<file path="src/rtl/fetch_unit_pkg.sv">
// Shared fetch/hazard types: PC source select, fetch FSM states, NOP encoding.
// Imported by fetch_unit_if, fetch_unit and if_id_reg.
package fetch_unit_pkg;

  typedef enum logic [1:0] {
    PCNPC = 2'd0,
    PCBPC = 2'd1,
    PCPTA = 2'd2,
    PCJPC = 2'd3
  } pcselect_t;

  typedef enum logic [0:0] {
    RUN  = 1'b0,
    HALT = 1'b1
  } fetch_state_t;

  localparam logic [31:0] NOP_INSTR = 32'h0000_0000;

endpackage

</file>
<file path="src/rtl/fetch_unit_if.sv">
// Bundle of icache, hazard-control and IF/ID signals around the fetch stage.
// master = fetch unit side, slave = surrounding pipeline/icache side.
interface fetch_unit_if #(
  parameter int unsigned WORD_W = 32
) ();

  logic                       ihit;
  logic [WORD_W-1:0]          imemload;
  logic                       iREN;
  logic [WORD_W-1:0]          imemaddr;
  fetch_unit_pkg::pcselect_t  PCselect;
  logic                       PCEN;
  logic                       IFIDEN;
  logic                       IFIDflush;
  logic [WORD_W-1:0]          BPC;
  logic [WORD_W-1:0]          PTA;
  logic [WORD_W-1:0]          JPC;
  logic                       WBhalt;
  logic [WORD_W-1:0]          IDinstr;
  logic [WORD_W-1:0]          IDnpc;
  logic                       IDvalid;
  logic                       halted;

  modport master (
    input  ihit, imemload, PCselect, PCEN, IFIDEN, IFIDflush,
           BPC, PTA, JPC, WBhalt,
    output iREN, imemaddr, IDinstr, IDnpc, IDvalid, halted
  );

  modport slave (
    output ihit, imemload, PCselect, PCEN, IFIDEN, IFIDflush,
           BPC, PTA, JPC, WBhalt,
    input  iREN, imemaddr, IDinstr, IDnpc, IDvalid, halted
  );

endinterface

</file>
<file path="src/rtl/fetch_unit_if_id_reg.sv">
// Generic pipeline latch: flush beats enable; an enabled cycle without a valid
// word loads a NOP bubble.
module if_id_reg
  import fetch_unit_pkg::*;
#(
  parameter int unsigned W = 32
) (
  input  logic         clk,
  input  logic         rst,
  input  logic         en,
  input  logic         flush,
  input  logic         load,
  input  logic [W-1:0] instr_in,
  input  logic [W-1:0] npc_in,
  output logic [W-1:0] instr_out,
  output logic [W-1:0] npc_out,
  output logic         valid_out
);

  logic [W-1:0] instr_q, instr_d;
  logic [W-1:0] npc_q, npc_d;
  logic         valid_q, valid_d;

  // next latch contents
  always_comb begin
    instr_d = instr_q;
    npc_d   = npc_q;
    valid_d = valid_q;
    if (flush) begin
      instr_d = W'(NOP_INSTR);
      npc_d   = {W{1'b0}};
      valid_d = 1'b0;
    end else if (en) begin
      if (load) begin
        instr_d = instr_in;
        npc_d   = npc_in;
        valid_d = 1'b1;
      end else begin
        instr_d = W'(NOP_INSTR);
        npc_d   = {W{1'b0}};
        valid_d = 1'b0;
      end
    end else begin
      instr_d = instr_q;
      npc_d   = npc_q;
      valid_d = valid_q;
    end
  end

  // latch state
  always_ff @(posedge clk or posedge rst) begin
    if (rst) begin
      instr_q <= W'(NOP_INSTR);
      npc_q   <= {W{1'b0}};
      valid_q <= 1'b0;
    end else begin
      instr_q <= instr_d;
      npc_q   <= npc_d;
      valid_q <= valid_d;
    end
  end

  assign instr_out = instr_q;
  assign npc_out   = npc_q;
  assign valid_out = valid_q;

endmodule

</file>
<file path="src/rtl/fetch_unit.sv">
// IF stage: PC register, next-PC/redirect selection, icache handshake, IF/ID latch.
// Optional macro FETCH_BUF_EN adds a one-entry fetch buffer that holds a hit across stalls.
module fetch_unit
  import fetch_unit_pkg::*;
#(
  parameter int unsigned        WORD_W   = 32,
  parameter logic [WORD_W-1:0]  PC_RESET = 32'h0000_0000
) (
  input  logic           CLK,
  input  logic           RST,
  fetch_unit_if.master   fif
);

  localparam logic [0:0] ST_RUN  = 1'b0;
  localparam logic [0:0] ST_HALT = 1'b1;

  logic [0:0]        state_q, state_d;
  logic [WORD_W-1:0] pc_q, pc_d;
  logic [WORD_W-1:0] redir_q, redir_d;
  logic              pend_q, pend_d;
  logic [WORD_W-1:0] npc_s;
  logic [WORD_W-1:0] target_s;
  logic              run_s;
  logic              redirect_s;
  logic              ifid_en_s;
  logic              ifid_flush_s;
  logic              ifid_load_s;
  logic [WORD_W-1:0] ifid_word_s;

  assign run_s        = (state_q == ST_RUN);
  assign npc_s        = pc_q + {{(WORD_W-3){1'b0}}, 3'd4};
  assign redirect_s   = run_s & fif.PCEN & ((fif.PCselect != PCNPC) | pend_q);
  assign ifid_en_s    = run_s & fif.IFIDEN;
  assign ifid_flush_s = run_s & fif.IFIDflush;

  // redirect target mux
  always_comb begin
    target_s = npc_s;
    case (fif.PCselect)
      PCBPC:   target_s = fif.BPC;
      PCPTA:   target_s = fif.PTA;
      PCJPC:   target_s = fif.JPC;
      default: target_s = npc_s;
    endcase
  end

  // PC, deferred redirect and run/halt next state
  always_comb begin
    pc_d    = pc_q;
    redir_d = redir_q;
    pend_d  = pend_q;
    state_d = state_q;
    case (state_q)
      ST_RUN: begin
        if (fif.PCEN) begin
          if (fif.PCselect != PCNPC) begin
            pc_d   = target_s;
            pend_d = 1'b0;
          end else if (pend_q) begin
            pc_d   = redir_q;
            pend_d = 1'b0;
          end else begin
            pc_d   = npc_s;
          end
        end else if (fif.PCselect != PCNPC) begin
          // PC is stalled: remember the latest redirect until the next load
          redir_d = target_s;
          pend_d  = 1'b1;
        end else begin
          pc_d    = pc_q;
        end
        if (fif.WBhalt) begin
          state_d = ST_HALT;
        end else begin
          state_d = ST_RUN;
        end
      end
      ST_HALT: state_d = ST_HALT;
      default: state_d = ST_HALT;
    endcase
  end

  // PC / redirect / FSM state
  always_ff @(posedge CLK or posedge RST) begin
    if (RST) begin
      state_q <= ST_RUN;
      pc_q    <= PC_RESET;
      redir_q <= {WORD_W{1'b0}};
      pend_q  <= 1'b0;
    end else begin
      state_q <= state_d;
      pc_q    <= pc_d;
      redir_q <= redir_d;
      pend_q  <= pend_d;
    end
  end

`ifdef FETCH_BUF_EN
  logic              buf_valid_q, buf_valid_d;
  logic [WORD_W-1:0] buf_word_q, buf_word_d;

  // fetch buffer: capture a hit during an IF/ID stall, drain on the next enable
  always_comb begin
    buf_valid_d = buf_valid_q;
    buf_word_d  = buf_word_q;
    if (!run_s) begin
      buf_valid_d = buf_valid_q;
    end else if (ifid_flush_s | redirect_s) begin
      buf_valid_d = 1'b0;
    end else if (fif.IFIDEN) begin
      buf_valid_d = 1'b0;
    end else if (fif.ihit & ~buf_valid_q) begin
      buf_valid_d = 1'b1;
      buf_word_d  = fif.imemload;
    end else begin
      buf_valid_d = buf_valid_q;
    end
  end

  // fetch buffer storage
  always_ff @(posedge CLK or posedge RST) begin
    if (RST) begin
      buf_valid_q <= 1'b0;
      buf_word_q  <= {WORD_W{1'b0}};
    end else begin
      buf_valid_q <= buf_valid_d;
      buf_word_q  <= buf_word_d;
    end
  end

  assign ifid_load_s = ~pend_q & (buf_valid_q | fif.ihit);
  assign ifid_word_s = buf_valid_q ? buf_word_q : fif.imemload;
  assign fif.iREN    = run_s & ~buf_valid_q;
`else
  assign ifid_load_s = ~pend_q & fif.ihit;
  assign ifid_word_s = fif.imemload;
  assign fif.iREN    = run_s;
`endif

  if_id_reg #(
    .W (WORD_W)
  ) u_if_id_reg (
    .clk       (CLK),
    .rst       (RST),
    .en        (ifid_en_s),
    .flush     (ifid_flush_s),
    .load      (ifid_load_s),
    .instr_in  (ifid_word_s),
    .npc_in    (npc_s),
    .instr_out (fif.IDinstr),
    .npc_out   (fif.IDnpc),
    .valid_out (fif.IDvalid)
  );

  assign fif.imemaddr = pc_q;
  assign fif.halted   = (state_q == ST_HALT);

endmodule

</file>
<file path="src/flat_wrapper.sv">
// flat-port wrapper written by rule: the top's interface ports become plain ports
module fetch_unit_flat import fetch_unit_pkg::*;
#(
  parameter int unsigned        WORD_W   = 32,
  parameter logic [WORD_W-1:0]  PC_RESET = 32'h0000_0000
)
  (CLK, RST, fif_ihit, fif_imemload, fif_PCselect, fif_PCEN, fif_IFIDEN, fif_IFIDflush, fif_BPC, fif_PTA, fif_JPC, fif_WBhalt, fif_iREN, fif_imemaddr, fif_IDinstr, fif_IDnpc, fif_IDvalid, fif_halted);
  fetch_unit_if #(.WORD_W(WORD_W)) fif_i ();
  input  logic CLK;
  input  logic RST;
  input wire logic [$bits(fif_i.ihit)-1:0] fif_ihit;
  input wire logic [$bits(fif_i.imemload)-1:0] fif_imemload;
  input wire logic [$bits(fif_i.PCselect)-1:0] fif_PCselect;
  input wire logic [$bits(fif_i.PCEN)-1:0] fif_PCEN;
  input wire logic [$bits(fif_i.IFIDEN)-1:0] fif_IFIDEN;
  input wire logic [$bits(fif_i.IFIDflush)-1:0] fif_IFIDflush;
  input wire logic [$bits(fif_i.BPC)-1:0] fif_BPC;
  input wire logic [$bits(fif_i.PTA)-1:0] fif_PTA;
  input wire logic [$bits(fif_i.JPC)-1:0] fif_JPC;
  input wire logic [$bits(fif_i.WBhalt)-1:0] fif_WBhalt;
  output wire logic [$bits(fif_i.iREN)-1:0] fif_iREN;
  output wire logic [$bits(fif_i.imemaddr)-1:0] fif_imemaddr;
  output wire logic [$bits(fif_i.IDinstr)-1:0] fif_IDinstr;
  output wire logic [$bits(fif_i.IDnpc)-1:0] fif_IDnpc;
  output wire logic [$bits(fif_i.IDvalid)-1:0] fif_IDvalid;
  output wire logic [$bits(fif_i.halted)-1:0] fif_halted;
  assign fif_i.ihit = fif_ihit;
  assign fif_i.imemload = fif_imemload;
  assign fif_i.PCselect = fif_PCselect;
  assign fif_i.PCEN = fif_PCEN;
  assign fif_i.IFIDEN = fif_IFIDEN;
  assign fif_i.IFIDflush = fif_IFIDflush;
  assign fif_i.BPC = fif_BPC;
  assign fif_i.PTA = fif_PTA;
  assign fif_i.JPC = fif_JPC;
  assign fif_i.WBhalt = fif_WBhalt;
  assign fif_iREN = fif_i.iREN;
  assign fif_imemaddr = fif_i.imemaddr;
  assign fif_IDinstr = fif_i.IDinstr;
  assign fif_IDnpc = fif_i.IDnpc;
  assign fif_IDvalid = fif_i.IDvalid;
  assign fif_halted = fif_i.halted;
  fetch_unit #(.WORD_W(WORD_W), .PC_RESET(PC_RESET)) u_core (.CLK(CLK), .RST(RST), .fif(fif_i));
endmodule
</file>
<file path="config.mk">
export PLATFORM = sky130hd
export DESIGN_NAME = fetch_unit_flat
export DESIGN_NICKNAME = d
export VERILOG_FILES = /design/src/rtl/fetch_unit_pkg.sv /design/src/rtl/fetch_unit_if.sv /design/src/rtl/fetch_unit_if_id_reg.sv /design/src/rtl/fetch_unit.sv /design/src/flat_wrapper.sv
export SDC_FILE = /design/constraint.sdc
export NUM_CORES = 1
export LEC_CHECK = 0
export CAP_MARGIN = 20
export CORE_UTILIZATION = 36
export CTS_BUF_LIST = sky130_fd_sc_hd__clkbuf_8
export DETAILED_ROUTE_END_ITERATION = 8
export HOLD_SLACK_MARGIN = 0.02
export MAX_ROUTING_LAYER = met4
export PLACE_DENSITY_LB_ADDON = 0.15
export SETUP_SLACK_MARGIN = 0.15
export SYNTH_ARGS = -nofsm -noshare
export SYNTH_HDL_FRONTEND = slang
export SYNTH_SLANG_ARGS = --single-unit
</file>
<file path="constraint.sdc">
create_clock -name CLK -period 4.1 [get_ports CLK]
set_clock_uncertainty 0.05 [all_clocks]
set_input_delay 0.615 -clock CLK [delete_from_list [all_inputs] [get_ports CLK]]
set_output_delay 0.615 -clock CLK [all_outputs]
set_load 0.05 [all_outputs]
</file>
==> results of run 1 <==
## layer usage
metal  up-vias  routed length [microns]
li1       2977                        -
met1      2826                    10500
met2       237                     8740
met3        13                     1320
met4         0                      181
met5         -                        0
## cell usage in the layout (no fill, tap or decap), types with 6 or more instances in the layout
| cell | instances |
|---|---|
| xnor2_1 | 23 |
| dfrtp_1 | 131 |
| clkbuf_8 | 17 |
| a221o_1 | 7 |
| mux2i_1 | 20 |
| and3_1 | 7 |
| nand4_1 | 9 |
| mux2_2 | 23 |
| a22o_1 | 39 |
| nor2_1 | 12 |
| o21ai_1 | 11 |
| nand2_1 | 99 |
| nand3_1 | 8 |
| buf_4 | 10 |
| clkdlybuf4s50_1 | 233 |
| a21oi_1 | 42 |
| a2bb2oi_1 | 8 |
| o21ai_0 | 85 |
| a31oi_1 | 6 |
| inv_1 | 15 |
| a22oi_1 | 12 |
## worst max-delay path by stage
| stage | startpoint | end | cells after the start |
|---|---|---|---|
| 2_1_floorplan | RST | u_core.fif.halted$_DFF_PP0_ | 1 |
| 3_3_place_gp | fif_PCselect[0] | u_core.redir_q[11]$_DFFE_PP0P_ | 4 |
| 3_5_place_dp | fif_PCselect[0] | u_core.fif.imemaddr[27]$_DFFE_PP0P_ | 7 |
| 4_1_cts | u_core.fif.halted$_DFF_PP0_ | fif_iREN | 2 |
| 5_1_grt | u_core.fif.halted$_DFF_PP0_ | fif_iREN | 2 |
| 6_report | u_core.fif.imemaddr[6]$_DFFE_PP0P_ | fif_imemaddr[6] | 1 |
## cell families after synthesis
| group | share of synthesized area, % |
|---|---|
| AO/OA/AOI/OAI | 23.5 |
| AND/OR/NAND/NOR | 13.6 |
| flip-flops | 47.2 |
| buffers and inverters | 5.06 |
| multiplexers | 6.83 |
| XOR/XNOR | 3.53 |
| adder cells (fa/ha/maj) | 0.180 |
## state kept, by name, summed over array words and instances, names as in the netlist
register and cells:
u_core.redir_q 32, u_core.pend_q 1, u_core.fif.halted 1, u_core.u_if_id_reg.valid_out 1, u_core.u_if_id_reg.npc_out 32, u_core.u_if_id_reg.instr_out 32, u_core.fif.imemaddr 32
## report_power, final
group | internal [uW] | leakage, uW | switching (uW) | total (uW)
Clock | 606 | 0.000203 | 549 | 1160
Sequential | 1400 | 0.00172 | 124 | 1530
Combinational | 389 | 0.00217 | 526 | 915
## area by class of cell
class | instances | area [sq um] | share of cell area [%]
Multi-Input combinational cell | 496 | 3320 | 33.7
Sequential cell | 131 | 3280 | 33.2
Clock buffer | 17 | 234 | 2.37
Timing Repair Buffer | 247 | 2460 | 24.9
Inverter | 17 | 67.6 | 0.685
Tap cell | 260 | 325 | 3.30
Clock inverter | 15 | 184 | 1.86
## synth_stat cells, drive strengths merged, types with 4 or more instances
cell / n / share of area (%)
nor2: 17 / 1.5
nand3: 11 / 1.0
and4: 5 / 0.63
and3: 7 / 0.63
xor2: 5 / 0.63
a31oi: 6 / 0.54
nor3: 4 / 0.45
a21oi: 42 / 3.0
a22oi: 12 / 1.3
nand2: 100 / 5.4
a221o: 7 / 1.0
nand4: 12 / 1.5
a22o: 39 / 4.9
a2bb2oi: 8 / 1.0
buf: 36 / 3.2
dfrtp: 131 / 47
xnor2: 23 / 2.9
and2: 5 / 0.45
o31ai: 5 / 0.54
o22ai: 6 / 0.90
o311a: 5 / 0.72
mux2: 24 / 3.9
mux2i: 20 / 2.9
o21ai: 97 / 7.0
clkbuf: 18 / 0.97
inv: 17 / 0.92
## per-stage QoR
stage	instance area, sq um	util [%]	total power, uW	hold slack [ns]	cells
3_3_place_gp	9430	50.1	2460	0.410	1150
2_1_floorplan	6950	-	2070	0.395	698
6_report	9870	52.4	3600	0.357	1183
4_1_cts	9850	52.3	3630	0.436	1182
3_5_place_dp	9430	50.1	2470	0.417	1150
5_1_grt	9870	52.4	3760	0.327	1183
==> metrics.csv, run 1 <==
metric;value;unit
arrival time at the worst endpoint;1.89;ns
R2R Setup Slk;1.79;ns
wire length per cell;17.5;microns
DP Worst Slack;1.26;ns
fill cell total of the finished layout;1746;
min-delay worst type;in2async;
first-pass GRT wire length;33000;microns
Bufs and invs on worst path;1;
total CTS buffers;17;
Die ar.;19800;sq um
syn nets;836;
initial antenna violation count;0;
gr busiest metal;met1;
Slew @ Worst Pin;0.992;ns
fin crit share;62.2;%
Final Hold Fails;0;
Max Cap Viol;0;
CTS H-tree lvls;4;
floorplan die height;141;microns
RSZ-0062 raised after global routing;false;
ant diodes;0;
CTS clk-pin slew, worst paths;0.08;ns
Tmin final;2.55;ns
ys async rst share;100;%
Fin Setup TNS;0;ns
Power Density;364;nW/um^2
max-slew violations;0;
RD Place Congestion;0.806;
proportion of layout cells with a drive suffix above 1;10.6;%
Layout area overhead;42.2;%
port bufs;235;
Crit. End Element;primary output;
YS warnings;0;
ys flop type;dfrtp_1;
first-pass iteration count of the detailed router;7;
RR Endpoint;u_core.u_if_id_reg.npc_out[20]$_DFFE_PP0P_;
Worst Reg-to-Reg Cells;6;
GRT Total Usage;22.1;%
CP Max Fanout;9;
Core Footprint;18800;sq um
Clk Tree Root Cell;clkbuf_8;
CP Cell Sequence;clkdlybuf4s50_1;
Reg2Reg Launch Point;u_core.fif.imemaddr[2]$_DFFE_PP0P_;
clk_lat worst skew;0.45;ns
Setup-failing EPs final;0;
synthesized area per cell;9.95;sq um
final worst slack;1.55;ns
Slew headroom;33.9;%
via count;6053;
HPWL Detailed;14900;microns
Peak VDD IR;0.192;mV
P_leak;0.00409;uW
CTS tree;yes;
met3 usage;4.76;%
antenna violation net count after detailed routing;0;
DRC Markers;0;
largest net degree at the start of global routing;67;
CTS Sinks;131;
Max Fclk;392;MHz
outcome;finished clean;
number of synthesized flops with an enable pin;0;
post_cts resized;0;
CTS Hold Buffers Added;0;
initial DRC count;366;
Chip Width;141;microns
worst path required time;3.43;ns
Worst setup SP type;flip-flop;
met2 Usage GRT;31.0;%
met1 GRT Util;32.3;%
register area share after synthesis;47.2;%
Ports;236;
post-CTS setup buffers;0;
Vias/cell;5.12;
fin nets;1048;
Worst path top cell family by delay;buffers and inverters;
Initial Util;36.9;%
#FFs+latches synth;131;
CTS Buffer Depth;2;
row count;50;
grt total ovfl;0;
final wirelength;20800;microns
critical path's largest stage delay;0.89;ns
cell count after synthesis;698;
synthesized area;6940;sq um
Unique masters post-synth;65;
WS Path Type;reg2out;
Slowest-stage cell, CP;clkdlybuf4s50_1;
vias in the first global route;5851;
Power figures use the tool's default switching activity.
==> inputs of run 2 (changes only) <==
==> constraint.sdc (replaced) <==
create_clock -name CLK -period 2.6 [get_ports CLK]
set_clock_uncertainty 0.05 [all_clocks]
set_input_delay 0.39 -clock CLK [delete_from_list [all_inputs] [get_ports CLK]]
set_output_delay 0.39 -clock CLK [all_outputs]
set_load 0.05 [all_outputs]
==> run 2 against run 1 <==
  * Via count grew 0.41%
  * Die area is the same
  * Cell count grew 1.3%
  * Sequential cell count is the same
  * Critical path depth is the same
  * Critical endpoint is now fif_imemaddr[18]
  * Highest routed layer unchanged
==> metrics.csv, run 2 (same netlist as run 1, synthesis figures left out) <==
metric;value;unit;change
critical path's largest stage delay;0.91;ns;+0.02 ns
final wirelength;20500;microns;-1.4%
Setup-failing EPs final;0;;unchanged
clk_lat worst skew;0.45;ns;about the same
max-slew violations;0;;unchanged
Core Util, Final;53.1;%;+0.68 points
Die ar.;19800;sq um;unchanged
WS Path Type;reg2out;;
antenna violation net count after detailed routing;0;;unchanged
first-pass iteration count of the detailed router;5;;-2
dpl cells;1166;;+1.4%
Slowest-stage cell, CP;clkdlybuf4s50_1;;
post_cts resized;0;;unchanged
floorplan die height;141;microns;unchanged
fin crit share;90.1;%;
CTS H-tree lvls;4;;unchanged
Worst setup SP type;flip-flop;;
Core Footprint;18800;sq um;unchanged
GRT Total Usage;21.9;%;-0.26 points
wire length per cell;17.1;microns;-2.7%
ant diodes;0;;unchanged
worst path required time;2.16;ns;-1.27 ns
outcome;finished clean;;
Tmin final;2.34;ns;
Crit. End Element;primary output;;
Final Hold Fails;0;;unchanged
commonest non-fill, non-tap cell in the layout;clkdlybuf4s50_1;;
Worst path top cell family by delay;buffers and inverters;;
CP Cell Sequence;clkdlybuf4s50_1;;
Bufs and invs on worst path;1;;unchanged
vias in the first global route;5804;;-0.80%
CTS clk-pin slew, worst paths;0.08;ns;about the same
grt total ovfl;0;;unchanged
fin nets;1063;;+1.4%
min-delay worst type;in2async;;
initial DRC count;352;;-3.8%
post-CTS setup buffers;0;;unchanged
Slew headroom;51.0;%;+17 points
Vias/cell;5.07;;-0.84%
CTS Sinks;131;;unchanged
Slew @ Worst Pin;0.734;ns;-0.258 ns
arrival time at the worst endpoint;1.90;ns;about the same
DRC Markers;0;;unchanged
CTS tree;yes;;
proportion of layout cells with a drive suffix above 1;12.0;%;+1.4 points
Ports;236;;unchanged
Clk Tree Root Cell;clkbuf_8;;
Power Density;572;nW/um^2;+57%
Chip Width;141;microns;unchanged
row count;50;;unchanged
CTS Hold Buffers Added;0;;unchanged
RSZ-0062 raised after global routing;false;;
CTS Buffer Depth;2;;unchanged
Max Fclk;427;MHz;
first-pass GRT wire length;32600;microns;-1.2%
Peak VDD IR;0.289;mV;+51%
CP Max Fanout;9;;unchanged
largest net degree at the start of global routing;51;;-24%
port bufs;235;;unchanged
most frequent cells in the layout;233 x clkdlybuf4s50_1, 131 x dfrtp_1, 99 x nand2_1, 85 x o21ai_0, 42 x a21oi_1;;
P_leak;0.00418;uW;+2.1%
Max Cap Viol;0;;unchanged
Cell Count, Final, Fillers Out;1198;;+1.3%
total CTS buffers;17;;unchanged
Fin Setup TNS;0;ns;unchanged
via count;6078;;+0.41%
HPWL Detailed;15200;microns;+1.9%
RD Place Congestion;0.835;;+3.6%
Layout area overhead;44.0;%;
initial antenna violation count;0;;unchanged
Initial Util;36.9;%;unchanged
run 2: worst paths after layout:
path,slack (ns),end,from,cells after the start
max in group asynchronous,1.50,u_core.u_if_id_reg.instr_out[16]$_DFFE_PP0P_,RST,3
worst min register to register,0.43,u_core.redir_q[1]$_DFFE_PP0P_,u_core.redir_q[1]$_DFFE_PP0P_,2
worst min-delay path,0.29,u_core.fif.imemaddr[28]$_DFFE_PP0P_,RST,2
worst max-delay path,0.26,fif_imemaddr[18],u_core.fif.imemaddr[18]$_DFFE_PP0P_,1
worst max register to register,0.49,u_core.fif.imemaddr[26]$_DFFE_PP0P_,u_core.fif.imemaddr[3]$_DFFE_PP0P_,7
min in group CLK,0.32,u_core.redir_q[7]$_DFFE_PP0P_,fif_PCselect[0],3
run 2: cell type report:
cell class	count	area, sq um
Clock buffer	17	234
Clock inverter	15	200
Fill cell	1733	8830
Inverter	17	67.6
Multi-Input combinational cell	496	3320
Sequential cell	131	3280
Tap cell	260	325
Timing Repair Buffer	262	2570
run 2: per-layer routing:
metal  GRT usage [%]  routed length (microns)  vias up
met5               -                        0        -
met4            6.46                      298        0
met3            4.04                     1280       17
met2            29.0                     8350      229
met1            33.2                    10500     2823
li1                -                        -     3009
run 2: per-stage QoR:
step,hold slack (ns),power [uW],instance area [sq um],worst slack (ns)
floorplan,0.395,3270,6950,0.484
global placement,0.411,3880,9560,0.433
detailed placement,0.417,3890,9560,0.420
CTS,0.285,5780,10000,0.233
global route,0.324,5990,10000,0.207
finish,0.295,5720,10000,0.259
run 2: report_power, final:
part	internal (uW)	switching [uW]	total [uW]	leakage, uW
sequential	2210	186	2400	0.00172
clock	979	897	1880	0.000219
combinational	618	828	1450	0.00224
total	3810	1910	5720	0.00418
==> inputs of run 3 (changes only) <==
--- a/config.mk
+++ b/config.mk
@@ -7,8 +7,9 @@
 export LEC_CHECK = 0
 export CAP_MARGIN = 20
 export CORE_UTILIZATION = 36
-export CTS_BUF_LIST = sky130_fd_sc_hd__clkbuf_8
+export CTS_BUF_LIST = sky130_fd_sc_hd__clkbuf_4 sky130_fd_sc_hd__clkbuf_8
 export DETAILED_ROUTE_END_ITERATION = 8
+export DONT_BUFFER_PORTS = 1
 export HOLD_SLACK_MARGIN = 0.02
 export MAX_ROUTING_LAYER = met4
 export PLACE_DENSITY_LB_ADDON = 0.15
==> run 3 against run 2 <==
  * Sequential cell count unchanged
  * Register-to-register slack worse by 0.13 ns
  * Global-route usage up 0.11 points
  * Cell count down 16%
  * Fmax up 4.5%
  * Utilization down 10 points
  * First-iteration DRC count up 4.3%
  * Die area unchanged
  * Non-clock buffer count down 188
  * Via count down 8.7%
  * Sequential power up 5%
  * Critical path type is now reg2reg
  * Highest routed layer unchanged
==> metrics.csv, run 3 (same netlist as run 1, synthesis figures left out) <==
metric;value;unit;change
outcome;finished clean;;
Slowest-stage cell, CP;or4b_1;;
CTS Buffer Depth;2;;unchanged
initial antenna violation count;0;;unchanged
total CTS buffers;17;;unchanged
Clk Tree Root Cell;clkbuf_8;;
worst hold slack;0.0621;ns;-0.233 ns
CTS H-tree lvls;4;;unchanged
Chip Width;141;microns;unchanged
fin nets;875;;-18%
Tmin final;2.24;ns;-0.0998 ns
CTS Hold Buffers Added;33;;+33
RD Place Congestion;0.811;;-2.9%
initial DRC count;367;;+4.3%
clk_lat worst skew;0.45;ns;about the same
Ports;236;;unchanged
worst setup path end;u_core.u_if_id_reg.npc_out[30]$_DFFE_PP0P_;;
Vias/cell;5.50;;+8.3%
Fin Setup TNS;0;ns;unchanged
Worst Reg-to-Reg Cells;4;;-3
ant diodes;0;;unchanged
most frequent cells in the layout;131 x dfrtp_1, 99 x nand2_1, 85 x o21ai_0, 42 x a21oi_1, 39 x a22o_1;;
first-pass iteration count of the detailed router;4;;-1
dpl cells;945;;-19%
Slew headroom;33.2;%;-18 points
max-slew violations;0;;unchanged
via count;5552;;-8.7%
critical path's largest stage delay;0.95;ns;+0.04 ns
Reg2Reg Launch Point;u_core.fif.halted$_DFF_PP0_;;
commonest non-fill, non-tap cell in the layout;dfrtp_1;;
DRC Markers;0;;unchanged
proportion of layout cells with a drive suffix above 1;16.8;%;+4.8 points
Peak VDD IR;0.335;mV;+16%
CP Max Fanout;30;;+21
RR Endpoint;u_core.u_if_id_reg.npc_out[30]$_DFFE_PP0P_;;
floorplan die height;141;microns;unchanged
GRT Total Usage;22.0;%;+0.11 points
Bufs and invs on worst path;1;;unchanged
port bufs;0;;-100%
Max Cap Viol;0;;unchanged
Cell Count, Final, Fillers Out;1010;;-16%
min-delay worst type;in2reg;;
Worst path top cell family by delay;simple AND/OR/NAND/NOR gates;;
Die ar.;19800;sq um;unchanged
Setup-failing EPs final;0;;unchanged
Core Util, Final;42.8;%;-10 points
largest net degree at the start of global routing;66;;+29%
antenna violation net count after detailed routing;0;;unchanged
HPWL Detailed;14800;microns;-2.7%
Core Footprint;18800;sq um;unchanged
fin crit share;86.2;%;-3.8 points
wire length per cell;20.6;microns;+21%
final wirelength;20800;microns;+1.8%
R2R Setup Slk;0.36;ns;-0.13 ns
Initial Util;36.9;%;unchanged
WS Path Type;reg2reg;;
arrival time at the worst endpoint;2.54;ns;+0.64 ns
CP Cell Sequence;inv_2 -> o21ai_4 -> or4b_1 -> o21ai_0;;
RSZ-0062 raised after global routing;false;;
first-pass GRT wire length;31900;microns;-2.3%
CTS Sinks;131;;unchanged
grt total ovfl;0;;unchanged
CTS clk-pin slew, worst paths;0.08;ns;about the same
post-CTS setup buffers;0;;unchanged
post_cts resized;0;;unchanged
worst path required time;2.90;ns;+0.74 ns
Worst setup SP type;flip-flop;;
Final Hold Fails;0;;unchanged
CTS tree;yes;;
final total power;5240;uW;-8.4%
Crit. End Element;flip-flop;;
Power Density;650;nW/um^2;+14%
P_leak;0.00348;uW;-17%
Critical path origin;u_core.fif.halted$_DFF_PP0_;;
Slew @ Worst Pin;1.00;ns;+0.268 ns
row count;50;;unchanged
vias in the first global route;5411;;-6.8%
critical path depth;4;;+3
Layout area overhead;16.1;%;
Max Fclk;446;MHz;+4.5%
==> run 3: layer usage <==
layer | vias up | track usage [%] | routed length [microns] | part of all wire [%]
met5 | - | - | 0 | 0
met4 | 0 | 6.86 | 237 | 1.1
met3 | 16 | 5.88 | 1690 | 8.1
met2 | 239 | 32.2 | 9090 | 44
met1 | 2676 | 29.4 | 9810 | 47
li1 | 2621 | - | - | -
==> run 3: stage by stage <==
| stage | cell area, sq um | setup WS, ns |
|---|---|---|
| 6_report | 8060 | 0.358 |
| 3_3_place_gp | 7340 | 0.381 |
| 4_1_cts | 8060 | 0.336 |
| 5_1_grt | 8060 | 0.213 |
| 2_1_floorplan | 6950 | 0.484 |
| 3_5_place_dp | 7340 | 0.361 |
==> run 3: report_power, final <==
part / internal (uW) / total, uW / switching (uW)
clock network: 886 / 1700 / 815
logic: 370 / 1020 / 649
registers: 2210 / 2520 / 312
==> run 3: area by class of cell <==
| cell class | count | area, sq um |
|---|---|---|
| tap | 260 | 325 |
| fill | 1826 | 10800 |
| clock inverter | 8 | 76.3 |
| inverter | 17 | 67.6 |
| clock buffer | 24 | 312 |
| sequential | 131 | 3280 |
| multi-input combinational | 496 | 3330 |
| timing repair buffer | 74 | 676 |
==> run 3: worst min path at each step <==
stage / depth (start not counted) / to / startpoint
2_1_floorplan: 2 / u_core.redir_q[0]$_DFFE_PP0P_ / u_core.redir_q[0]$_DFFE_PP0P_
3_3_place_gp: 1 / u_core.u_if_id_reg.npc_out[29]$_DFFE_PP0P_ / RST
3_5_place_dp: 1 / u_core.u_if_id_reg.npc_out[24]$_DFFE_PP0P_ / RST
4_1_cts: 2 / u_core.redir_q[7]$_DFFE_PP0P_ / fif_PTA[7]
5_1_grt: 2 / u_core.redir_q[8]$_DFFE_PP0P_ / fif_PTA[8]
6_report: 2 / u_core.redir_q[7]$_DFFE_PP0P_ / fif_PTA[7]
